==> config.mk <==
export PLATFORM = sky130hd
export DESIGN_NAME = uart_boot_loader
export DESIGN_NICKNAME = d
export VERILOG_FILES = /design/src/rtl/boot_pkg.sv /design/src/rtl/boot_byte_assembler.sv /design/src/rtl/uart_boot_loader.sv
export SDC_FILE = /design/constraint.sdc
export NUM_CORES = 1
export LEC_CHECK = 0
export CAP_MARGIN = 30
export CORE_MARGIN = 10
export CORE_UTILIZATION = 57
export DETAILED_ROUTE_END_ITERATION = 6
export HOLD_SLACK_MARGIN = 0.02
export PLACE_DENSITY = 0.9
export SYNTH_ARGS = -nofsm -noshare
export SYNTH_HDL_FRONTEND = slang
export SYNTH_SLANG_ARGS = --single-unit
==> constraint.sdc <==
create_clock -name clk_i -period 3.5 [get_ports clk_i]
set_input_delay 0.7 -clock clk_i [delete_from_list [all_inputs] [get_ports clk_i]]
set_output_delay 0.7 -clock clk_i [all_outputs]
set_load 0.005 [all_outputs]
==> src/rtl/boot_pkg.sv <==
// Shared types and defaults for the UART boot loader and its MMIO status readback.
// Pure declarations: no logic, no latency, no flow control.
package boot_pkg;

    typedef enum logic [2:0] {
        IDLE  = 3'd0,
        LEN   = 3'd1,
        DATA  = 3'd2,
        WRITE = 3'd3,
        CSUM  = 3'd4,
        DONE  = 3'd5,
        ERR   = 3'd6
    } boot_state_t;

    localparam logic [7:0]  BOOT_SYNC_BYTE   = 8'hA5;
    localparam int          BOOT_MAX_WORDS   = 4096;
    localparam logic [31:0] BOOT_STATUS_ADDR = 32'h0000_FF00;

    function automatic logic [15:0] sat_inc16(input logic [15:0] v);
        return (v == 16'hFFFF) ? v : v + 16'd1;
    endfunction

endpackage

==> src/rtl/boot_byte_assembler.sv <==
// Little-endian 4-byte collector shared by the length and data phases.
// word_o includes the byte pushed this cycle; full_o flags the 4th push, no stall path.
module boot_byte_assembler (
    input  logic        clk_i,
    input  logic        rst_ni,
    input  logic        clr_i,
    input  logic        push_i,
    input  logic [7:0]  byte_i,
    output logic [31:0] word_o,
    output logic        full_o
);

    logic [1:0]  cnt_q;
    logic [23:0] word_q;

    // Newest byte lands on top so the first byte received ends up in [7:0].
    assign word_o = {byte_i, word_q};
    assign full_o = push_i && (cnt_q == 2'd3);

    always_ff @(posedge clk_i or negedge rst_ni) begin
        if (!rst_ni) begin
            cnt_q  <= 2'd0;
            word_q <= 24'd0;
        end else if (clr_i) begin
            cnt_q  <= 2'd0;
        end else if (push_i) begin
            cnt_q  <= cnt_q + 2'd1;
            word_q <= word_o[31:8];
        end
    end

endmodule

==> src/rtl/uart_boot_loader.sv <==
// Parses sync/length/data/checksum frames from the UART RX FIFO into instruction-memory writes.
// One byte popped per cycle at most; a write is held while mem_hold_i is high.
module uart_boot_loader
    import boot_pkg::*;
#(
    parameter logic [31:0] BASE_ADDR   = 32'h0000_0000,
    parameter logic [7:0]  SYNC_BYTE   = BOOT_SYNC_BYTE,
    parameter int          MAX_WORDS   = BOOT_MAX_WORDS,
    parameter int          TIMEOUT_CYC = 5_000_000
) (
    input  logic        clk_i,
    input  logic        rst_ni,
    input  logic        boot_en_i,
    input  logic        rx_data_present_i,
    input  logic [7:0]  uart_dout_i,
    output logic        rx_ren_o,
    input  logic        mem_hold_i,
    output logic        imem_prog_ena_o,
    output logic        imem_en_o,
    output logic [31:0] imem_addr_o,
    output logic [31:0] imem_din_o,
    output logic        prog_active_o,
    output logic        done_o,
    output logic        err_o,
    output logic [15:0] words_written_o
);

    if (MAX_WORDS < 1 || MAX_WORDS > 65535) begin : g_max_words_bad
        $error("uart_boot_loader: MAX_WORDS must be within 1..65535");
    end

    boot_state_t state_q, state_d;
    logic [31:0] len_q, len_d;
    logic [31:0] din_q, din_d;
    logic [31:0] tmo_q, tmo_d;
    logic [15:0] words_q, words_d;
    logic [7:0]  csum_q, csum_d;
    logic        done_q, done_d;
    logic        err_q, err_d;

    logic        in_frame, pop, tmo_hit, asm_full;
    logic [31:0] asm_word;

    assign in_frame = (state_q == LEN) || (state_q == DATA) || (state_q == CSUM);
    // Reset gates the pop so a FIFO held non-empty is not drained while in reset.
    assign pop      = rst_ni && boot_en_i && rx_data_present_i && (in_frame || state_q == IDLE);
    assign tmo_hit  = in_frame && !pop && ((tmo_q + 32'd1) == 32'(TIMEOUT_CYC));

    boot_byte_assembler u_asm (
        .clk_i  (clk_i),
        .rst_ni (rst_ni),
        .clr_i  (!in_frame && state_q != WRITE),
        .push_i (pop && (state_q == LEN || state_q == DATA)),
        .byte_i (uart_dout_i),
        .word_o (asm_word),
        .full_o (asm_full)
    );

    always_comb begin
        state_d = state_q;
        len_d   = len_q;
        din_d   = din_q;
        words_d = words_q;
        csum_d  = csum_q;
        done_d  = done_q;
        err_d   = err_q;
        tmo_d   = tmo_q;

        if (pop || !in_frame && state_q != WRITE) begin
            tmo_d = 32'd0;
        end else if (in_frame) begin
            tmo_d = tmo_q + 32'd1;
        end

        case (state_q)
            IDLE: begin
                if (pop && uart_dout_i == SYNC_BYTE) begin
                    state_d = LEN;
                    done_d  = 1'b0;
                    err_d   = 1'b0;
                    words_d = 16'd0;
                    csum_d  = 8'd0;
                end
            end
            LEN: begin
                if (!boot_en_i || tmo_hit) begin
                    state_d = ERR;
                end else if (asm_full) begin
                    len_d = asm_word;
                    if (asm_word > 32'(MAX_WORDS)) state_d = ERR;
                    else if (asm_word == 32'd0)    state_d = CSUM;
                    else                           state_d = DATA;
                end
            end
            DATA: begin
                if (!boot_en_i || tmo_hit) begin
                    state_d = ERR;
                end else if (pop) begin
                    csum_d = csum_q + uart_dout_i;
                    if (asm_full) begin
                        din_d   = asm_word;
                        state_d = WRITE;
                    end
                end
            end
            WRITE: begin
                if (!boot_en_i) begin
                    state_d = ERR;
                end else if (!mem_hold_i) begin
                    words_d = sat_inc16(words_q);
                    state_d = (({16'd0, words_q} + 32'd1) == len_q) ? CSUM : DATA;
                end
            end
            CSUM: begin
                if (!boot_en_i || tmo_hit) begin
                    state_d = ERR;
                end else if (pop) begin
                    state_d = (uart_dout_i == csum_q) ? DONE : ERR;
                end
            end
            // Hand any waiting byte to IDLE, which discards it or starts a new frame.
            DONE, ERR: begin
                if (!boot_en_i || rx_data_present_i) state_d = IDLE;
            end
            default: state_d = IDLE;
        endcase

        if (state_d == DONE) done_d = 1'b1;
        if (state_d == ERR)  err_d  = 1'b1;
    end

    always_ff @(posedge clk_i or negedge rst_ni) begin
        if (!rst_ni) begin
            state_q <= IDLE;
            len_q   <= 32'd0;
            din_q   <= 32'd0;
            tmo_q   <= 32'd0;
            words_q <= 16'd0;
            csum_q  <= 8'd0;
            done_q  <= 1'b0;
            err_q   <= 1'b0;
        end else begin
            state_q <= state_d;
            len_q   <= len_d;
            din_q   <= din_d;
            tmo_q   <= tmo_d;
            words_q <= words_d;
            csum_q  <= csum_d;
            done_q  <= done_d;
            err_q   <= err_d;
        end
    end

    assign rx_ren_o        = pop;
    assign imem_prog_ena_o = (state_q == WRITE) && boot_en_i;
    assign imem_en_o       = imem_prog_ena_o;
    assign imem_addr_o     = BASE_ADDR + {14'd0, words_q, 2'b00};
    assign imem_din_o      = din_q;
    assign prog_active_o   = in_frame || (state_q == WRITE);
    assign done_o          = done_q;
    assign err_o           = err_q;
    assign words_written_o = words_q;

endmodule

Yosys cells after proc, flatten, opt, wreduce, memory -nomap -nowiden
Cells that the tools add are included.

Add/sub/neg operators: 5. Order comparisons: 1. Mux-type cells: 33. Reductions and logical operators: 38. Bitwise operators: 2. Equality and inequality tests: 21.

Operators by type and width (count): 2-to-1 mux 16 bit (4); 2-to-1 mux 32 bit (2); 2-to-1 mux 3 bit (14); adder 32 x 1 -> 32 bit, second input constant (1); == test 17 x 32 -> 1 bit (1); == test 32 x 23 -> 1 bit, second input constant (1); > comparator 32 x 13 -> 1 bit, second input constant (1); zero test 32 bit (1); case mux 16 bit (2 select lines) (1); 2-to-1 mux 8 bit (3); case mux 3 bit (6 select lines) (1); adder 16 x 1 -> 17 bit, second input constant (1); adder 16 x 1 -> 16 bit, second input constant (1); == test 16 bit, second input constant (1); case mux 8 bit (2 select lines) (1); nonzero test 2 bit (8); == test 3 bit, second input constant (5); logical AND 1 bit (10); inequality test 2 bit, second input constant (5); adder 8 bit (1); == test 8 bit (1); == test 8 bit, second input constant (1); AND reduction 4 bit (2); logical OR 1 bit (7); other kinds (15) (26).

Bits in registers: 151. Bits of input ports: 13. Output and inout bits: 86.

Longest topological paths before layout
Depth in word-level cells: 14. Depth in mapped cells: 11. Mapped depth without buffers: 10.

By module
Synthesis repeated with hierarchy kept, for this count alone.

Cell total of the unflattened synthesis: 836. Area total of the unflattened synthesis: 8680.8 um2.

By module, submodules not included: uart_boot_loader (sequential area each 3128.0 um2, cells each 768, times used 1, area an instance 7513.5 um2); boot_byte_assembler (sequential area each 650.6 um2, cells each 68, times used 1, area an instance 1167.4 um2).

Worst setup path before layout
Ideal clock, no wire load.

Kind: input to register. Start: input boot_en_i. End: register csum_q[0]. Data arrival time: 2.713 ns. Stages on the path: 10. Data required time: 3.433 ns. Slack: 0.720 ns. Buffers on the path: 1. Library setup time: 0.067 ns. Path through: clkbuf_1 > nand3_1 > o311ai_2 > a211oi_1 > o2111ai_1 > nor4b_1 > nand4bb_1 > a31o_1 > o21ai_2 > a22o_1.

Cells in the longest elaborated chain, start to end: 9.

RTL lines: from (decl) (line uart_boot_loader.sv:13) `input logic boot_en_i,`; logical AND 1 bit (3 in a row) (line uart_boot_loader.sv:46) `assign pop = rst_ni && boot_en_i && rx_data_present_i && (in_frame || state_q == IDLE);`; zero test 1 bit (line uart_boot_loader.sv:47) `assign tmo_hit = in_frame && !pop && ((tmo_q + 32'd1) == 32'(TIMEOUT_CYC));`; logical AND 1 bit (2 in a row) (line uart_boot_loader.sv:47); logical OR 1 bit (line uart_boot_loader.sv:96) `if (!boot_en_i || tmo_hit) begin`; inequality test 2 bit (no source line); AND reduction 4 bit (no source line) (*); to (signal assigned) (line uart_boot_loader.sv:148) `csum_q <= csum_d;`; to (decl) (line uart_boot_loader.sv:37) `logic [7:0] csum_q, csum_d;`.

Mark *: on every way between the ends. The rest lies on a longest branch, timed or not. A chain may end at the register's enable or synchronous reset.

Worst setup path in the final report
Start: register tmo_q[9]. End: register csum_q[0].

Cells in the longest elaborated chain, start to end: 6.

RTL lines: from (decl) (line uart_boot_loader.sv:35) `logic [31:0] tmo_q, tmo_d;`; from (signal assigned) (line uart_boot_loader.sv:146) `tmo_q <= tmo_d;`; adder 32 x 1 -> 32 bit (line uart_boot_loader.sv:47); == test 32 x 23 -> 1 bit (line uart_boot_loader.sv:47); logical AND 1 bit (line uart_boot_loader.sv:47); logical OR 1 bit (line uart_boot_loader.sv:96); inequality test 2 bit (no source line); AND reduction 4 bit (no source line).

No other way between the ends.

==> impl_summary.txt <==
----------------------------------------------------
[Run]
  Max-cap violations ... 0

[Synth]
  Flip-flop cell with the highest count after synthesis ... sky130_fd_sc_hd__dfrtp_1
  Synthesized instance count ... roughly 930
  Number of warnings issued by yosys ... 0
  Seq/Total Area, Yosys ... 0.4423
  Share of the synthesized area in the top cell type ... 0.4423
  Count of different cell masters after synthesis ... between 60 and 70
  Mean area per synthesized cell ... between 9 and 10 sq um
  Total of flip-flops plus latches after synthesis ... around 150
  Count of flip-flops with a built-in enable after synthesis ... 0
  Fraction of registers with async set/reset ... 1.000
  Main area contributors after synthesis ... sky130_fd_sc_hd__dfrtp_1 44%, sky130_fd_sc_hd__nand2_1 7.6%, sky130_fd_sc_hd__mux2_2 7.4%
  Cell type contributing the most total cell area after synthesis ... sky130_fd_sc_hd__dfrtp_1
  Netlist Area Pre-Place ... around 8500 sq um

[Detailed routing]
  DR vias ... approximately 7500
  Met3 layer wire length in the routed design ... 2.181 mm
  Routed wire per std cell ... 20.11 um
  Metal1 wirelength ... 9.337 mm
  DR vias/cell ... roughly 6.4
  Initial detailed-routing violation count ... between 800 and 900
  Antenna violation net count after detailed routing ... 0
  Total wire length after detailed routing ... 23.65 mm
  Detail Route met2 WL ... about 11 mm
  1st-pass router iterations ... 6
  Drc violations ... 0
  Highest metal layer used by the detailed router ... met5

[Global routing]
  Number of antenna violations at the first check in global routing ... 2
  Tot GR Track Use ... 0.2362
  Total grt overflow ... 0
  Via count of the first global-routing pass ... about 7400
  Pin count of the biggest net entering global routing ... 48
  Global-route wire length before repair ... 38.96 mm

[Setup path]
  Cell with the biggest individual delay on the critical path ... sky130_fd_sc_hd__nor4_4
  Worst path max stage delay ... between 500 and 600 ps
  Reg-to-reg setup timing slack ... approximately 340 ps
  CP endpoint kind ... register
  Required time of the critical path ... ~3900 ps
  Arrival time of data at the critical path endpoint ... ~3500 ps
  Register-to-Register Path Depth ... 9
  Startpoint-to-endpoint class of the critical path ... register to register
  Crit start category ... register
  Largest driver fanout on the critical path ... 12
  Reg-to-reg startpoint ... tmo_q[9]$_DFFE_PN0P_
  Cell-by-cell trace of the critical path ... nand4_1 > nor4_4 > nand3_1 > mux2i_1 > nor4b_2 > nand4bb_1 > a31o_1 > o21ai_2 > a22o_1
  Delay-heaviest family, CP ... simple AND/OR/NAND/NOR gates
  Buf/Inv on CP ... 0
  Worst r2r dst ... csum_q[0]$_DFFE_PN0P_

[Power and ir drop]
  Combinational Power Share ... 0.217
  Reported net switching power ... approximately 1800 uW
  Proportion of power drawn by flip-flops and latches ... 0.430
  Largest voltage drop on the vdd net ... 0.0005122 V
  Cell internal pwr ... between 3000 and 4000 uW
  Switching share of power ... 0.3361
  Power per Cell Area ... ~530 nW/um^2
  Clock power share ... 0.354
  Leakage power total ... 0.004409 uW

[Clocking]
  H-tree level count ... 4
  Maximum clock path buffer count ... 2
  Root Buffer ... sky130_fd_sc_hd__clkbuf_16
  Clock sink count ... 151
  Clock tree from TritonCTS ... built
  Clock transition at the registers of the reported paths ... roughly 70 ps
  Clock latency at the later pin of the worst-skew pair ... about 450 ps
  Number of buffers created by CTS ... 17
  CTS Hold Bufs ... 0

[Timing]
  Setup repair after global routing missed its margin ... no
  Max Clock Skew ... 12.75 ps
  Final Hold Violating Endpoints ... 0
  Final period util ... 0.9040
  Worst relative slew slack ... 0.6073
  Total Neg Setup Slack ... 0 ps
  Transition time at the pin with the least slew margin ... 589.0 ps
  Shortest period the worst path allows ... 3164 ps
  Number of setup violations in the final report ... 0
  Upper clock frequency limit ... ~0.32 GHz
  Number of max-slew violations in the final report ... 0

[Final layout]
  Number of non-filler instances in the completed layout ... 1176
  Number of filler cells placed in the layout ... 1025
  Most frequent standard cell in the layout excluding fill and tap cells ... sky130_fd_sc_hd__nand2_1
  Total Nets Final ... 1005
  Antenna Cells ... 0
  Area Growth Syn to Fin ... 17.00%
  Share of layout cells above drive strength 1 ... 0.1280
  Leading cell types in the layout, fill and taps excluded ... 172 x sky130_fd_sc_hd__nand2_1, 151 x sky130_fd_sc_hd__dfrtp_1, 81 x sky130_fd_sc_hd__clkdlybuf4s50_1

[Placed design]
  Placed insts ... ~1100
  Placed wire-length estimate ... approximately 16 mm
  Port Buf Inserts ... 82
  RePlAce Congestion ... about 0.91

[Floorplanning]
  Total number of placement rows ... 44
  Core Area ... around 15000 sq um
  Die boundary width ... between 100 and 150 um
  I/O Pins ... 99
  Vertical die dimension ... between 100 and 150 um
  Total Die Area ... 20280 sq um
  Starting utilization of the core area ... 0.5856

[Worst hold path]
  Worst hold-check path type ... input pin to asynchronous set/reset pin

[Status]
  Run status ... finished clean

----------------------------------------------------
[metrics by stage]
stage / setup WS (ps) / instance area (sq um) / total power (uW) / utilization / hold WS, ps
detailed placement: 318.6 / 9397 / 3366 / 0.6441 / 478.0
finish: 336.2 / 9996 / 5251 / 0.6852 / 104.0
global route: 87.68 / 9996 / 5479 / 0.6852 / 115.5
global placement: 411.3 / 9369 / 3305 / 0.6422 / 469.6
CTS: 283.4 / 9980 / 5241 / 0.6840 / 107.0
floorplan: 720.4 / 8600 / 2946 / - / 404.4
[sequential cells by signal (all words and copies together) (netlist names)]
register / cells
tmo_q: 32
err_o: 1
imem_din_o: 32
csum_q: 8
u_asm.word_q: 24
u_asm.cnt_q: 2
words_written_o: 16
state_q: 3
len_q: 32
done_o: 1
[final cells by class]
cell class | count | area (sq um) | area share
Inverter | 15 | 56.30 | 0.005633
Clock inverter | 12 | 130.1 | 0.01302
Timing Repair Buffer | 102 | 992.2 | 0.09926
Sequential cell | 151 | 3779 | 0.3780
Multi-Input combinational cell | 693 | 4355 | 0.4357
Clock buffer | 19 | 452.9 | 0.04531
Tap cell | 184 | 230.2 | 0.02303
[kinds of logic after synthesis]
family	synth area share
AND/OR/NAND/NOR	0.2159
AO/OA/AOI/OAI	0.1336
flip-flops	0.4423
buffers and inverters	0.05917
multiplexers	0.08201
XOR/XNOR	0.04818
adder cells (fa/ha/maj)	0.01845
other	0.0004389
[power by group through the flow]
stage          registers [uW]  logic, uW  clock network (uW)
2_1_floorplan            2120        830                   0
4_1_cts                  2240       1130                1860
3_3_place_gp             2250       1060                   0
5_1_grt                  2280       1250                1940
6_report                 2260       1140                1860
3_5_place_dp             2260       1110                   0
[cells in the mapped netlist, types with 2 or more instances]
master,count
sky130_fd_sc_hd__a211o_1,2
sky130_fd_sc_hd__a211oi_1,4
sky130_fd_sc_hd__a21o_1,5
sky130_fd_sc_hd__a21oi_1,30
sky130_fd_sc_hd__a22o_1,8
sky130_fd_sc_hd__a31oi_1,13
sky130_fd_sc_hd__and2_1,6
sky130_fd_sc_hd__and3_1,12
sky130_fd_sc_hd__and4_1,7
sky130_fd_sc_hd__buf_2,11
sky130_fd_sc_hd__buf_4,33
sky130_fd_sc_hd__clkbuf_1,38
sky130_fd_sc_hd__dfrtp_1,151
sky130_fd_sc_hd__ha_1,11
sky130_fd_sc_hd__inv_1,15
sky130_fd_sc_hd__mux2_2,56
sky130_fd_sc_hd__mux2i_1,7
sky130_fd_sc_hd__nand2_1,172
sky130_fd_sc_hd__nand2b_1,5
sky130_fd_sc_hd__nand3_1,31
sky130_fd_sc_hd__nand4_1,20
sky130_fd_sc_hd__nor2_1,44
sky130_fd_sc_hd__nor2b_1,3
sky130_fd_sc_hd__nor3_1,21
sky130_fd_sc_hd__nor3b_1,2
sky130_fd_sc_hd__nor4_1,25
sky130_fd_sc_hd__nor4b_1,2
sky130_fd_sc_hd__o2111ai_1,2
sky130_fd_sc_hd__o211ai_1,4
sky130_fd_sc_hd__o21a_1,3
sky130_fd_sc_hd__o21ai_0,55
sky130_fd_sc_hd__o21bai_1,3
sky130_fd_sc_hd__o22ai_1,4
sky130_fd_sc_hd__o31ai_1,24
sky130_fd_sc_hd__o32ai_1,4
sky130_fd_sc_hd__o41ai_1,4
sky130_fd_sc_hd__or2_2,8
sky130_fd_sc_hd__or3_1,9
sky130_fd_sc_hd__or4_1,2
sky130_fd_sc_hd__xnor2_1,32
sky130_fd_sc_hd__xor2_1,15
[timing repair]
action / in CTS / in global routing
resized for setup: 0 / 1
setup endpoints to repair: 0 / 8
buffers inserted: 0 / 1
[layer usage]
metal,up-vias,global-route usage
met5,-,0
met4,4,0.1049
met3,83,0.07276
met2,439,0.3792
met1,3641,0.2865
li1,3374,-
[worst max-delay path by stage]
stage | start | to | slack, ps | cells after the start
finish | tmo_q[9]$_DFFE_PN0P_ | csum_q[0]$_DFFE_PN0P_ | 340 | 9
CTS | tmo_q[0]$_DFFE_PN0P_ | csum_q[0]$_DFFE_PN0P_ | 280 | 10
global placement | rx_data_present_i | csum_q[0]$_DFFE_PN0P_ | 410 | 10
global route | tmo_q[0]$_DFFE_PN0P_ | err_o$_DFFE_PN0P_ | 90 | 11
detailed placement | rx_data_present_i | csum_q[0]$_DFFE_PN0P_ | 320 | 10
floorplan | boot_en_i | csum_q[0]$_DFFE_PN0P_ | 720 | 10
Power figures use the tool's default switching activity.
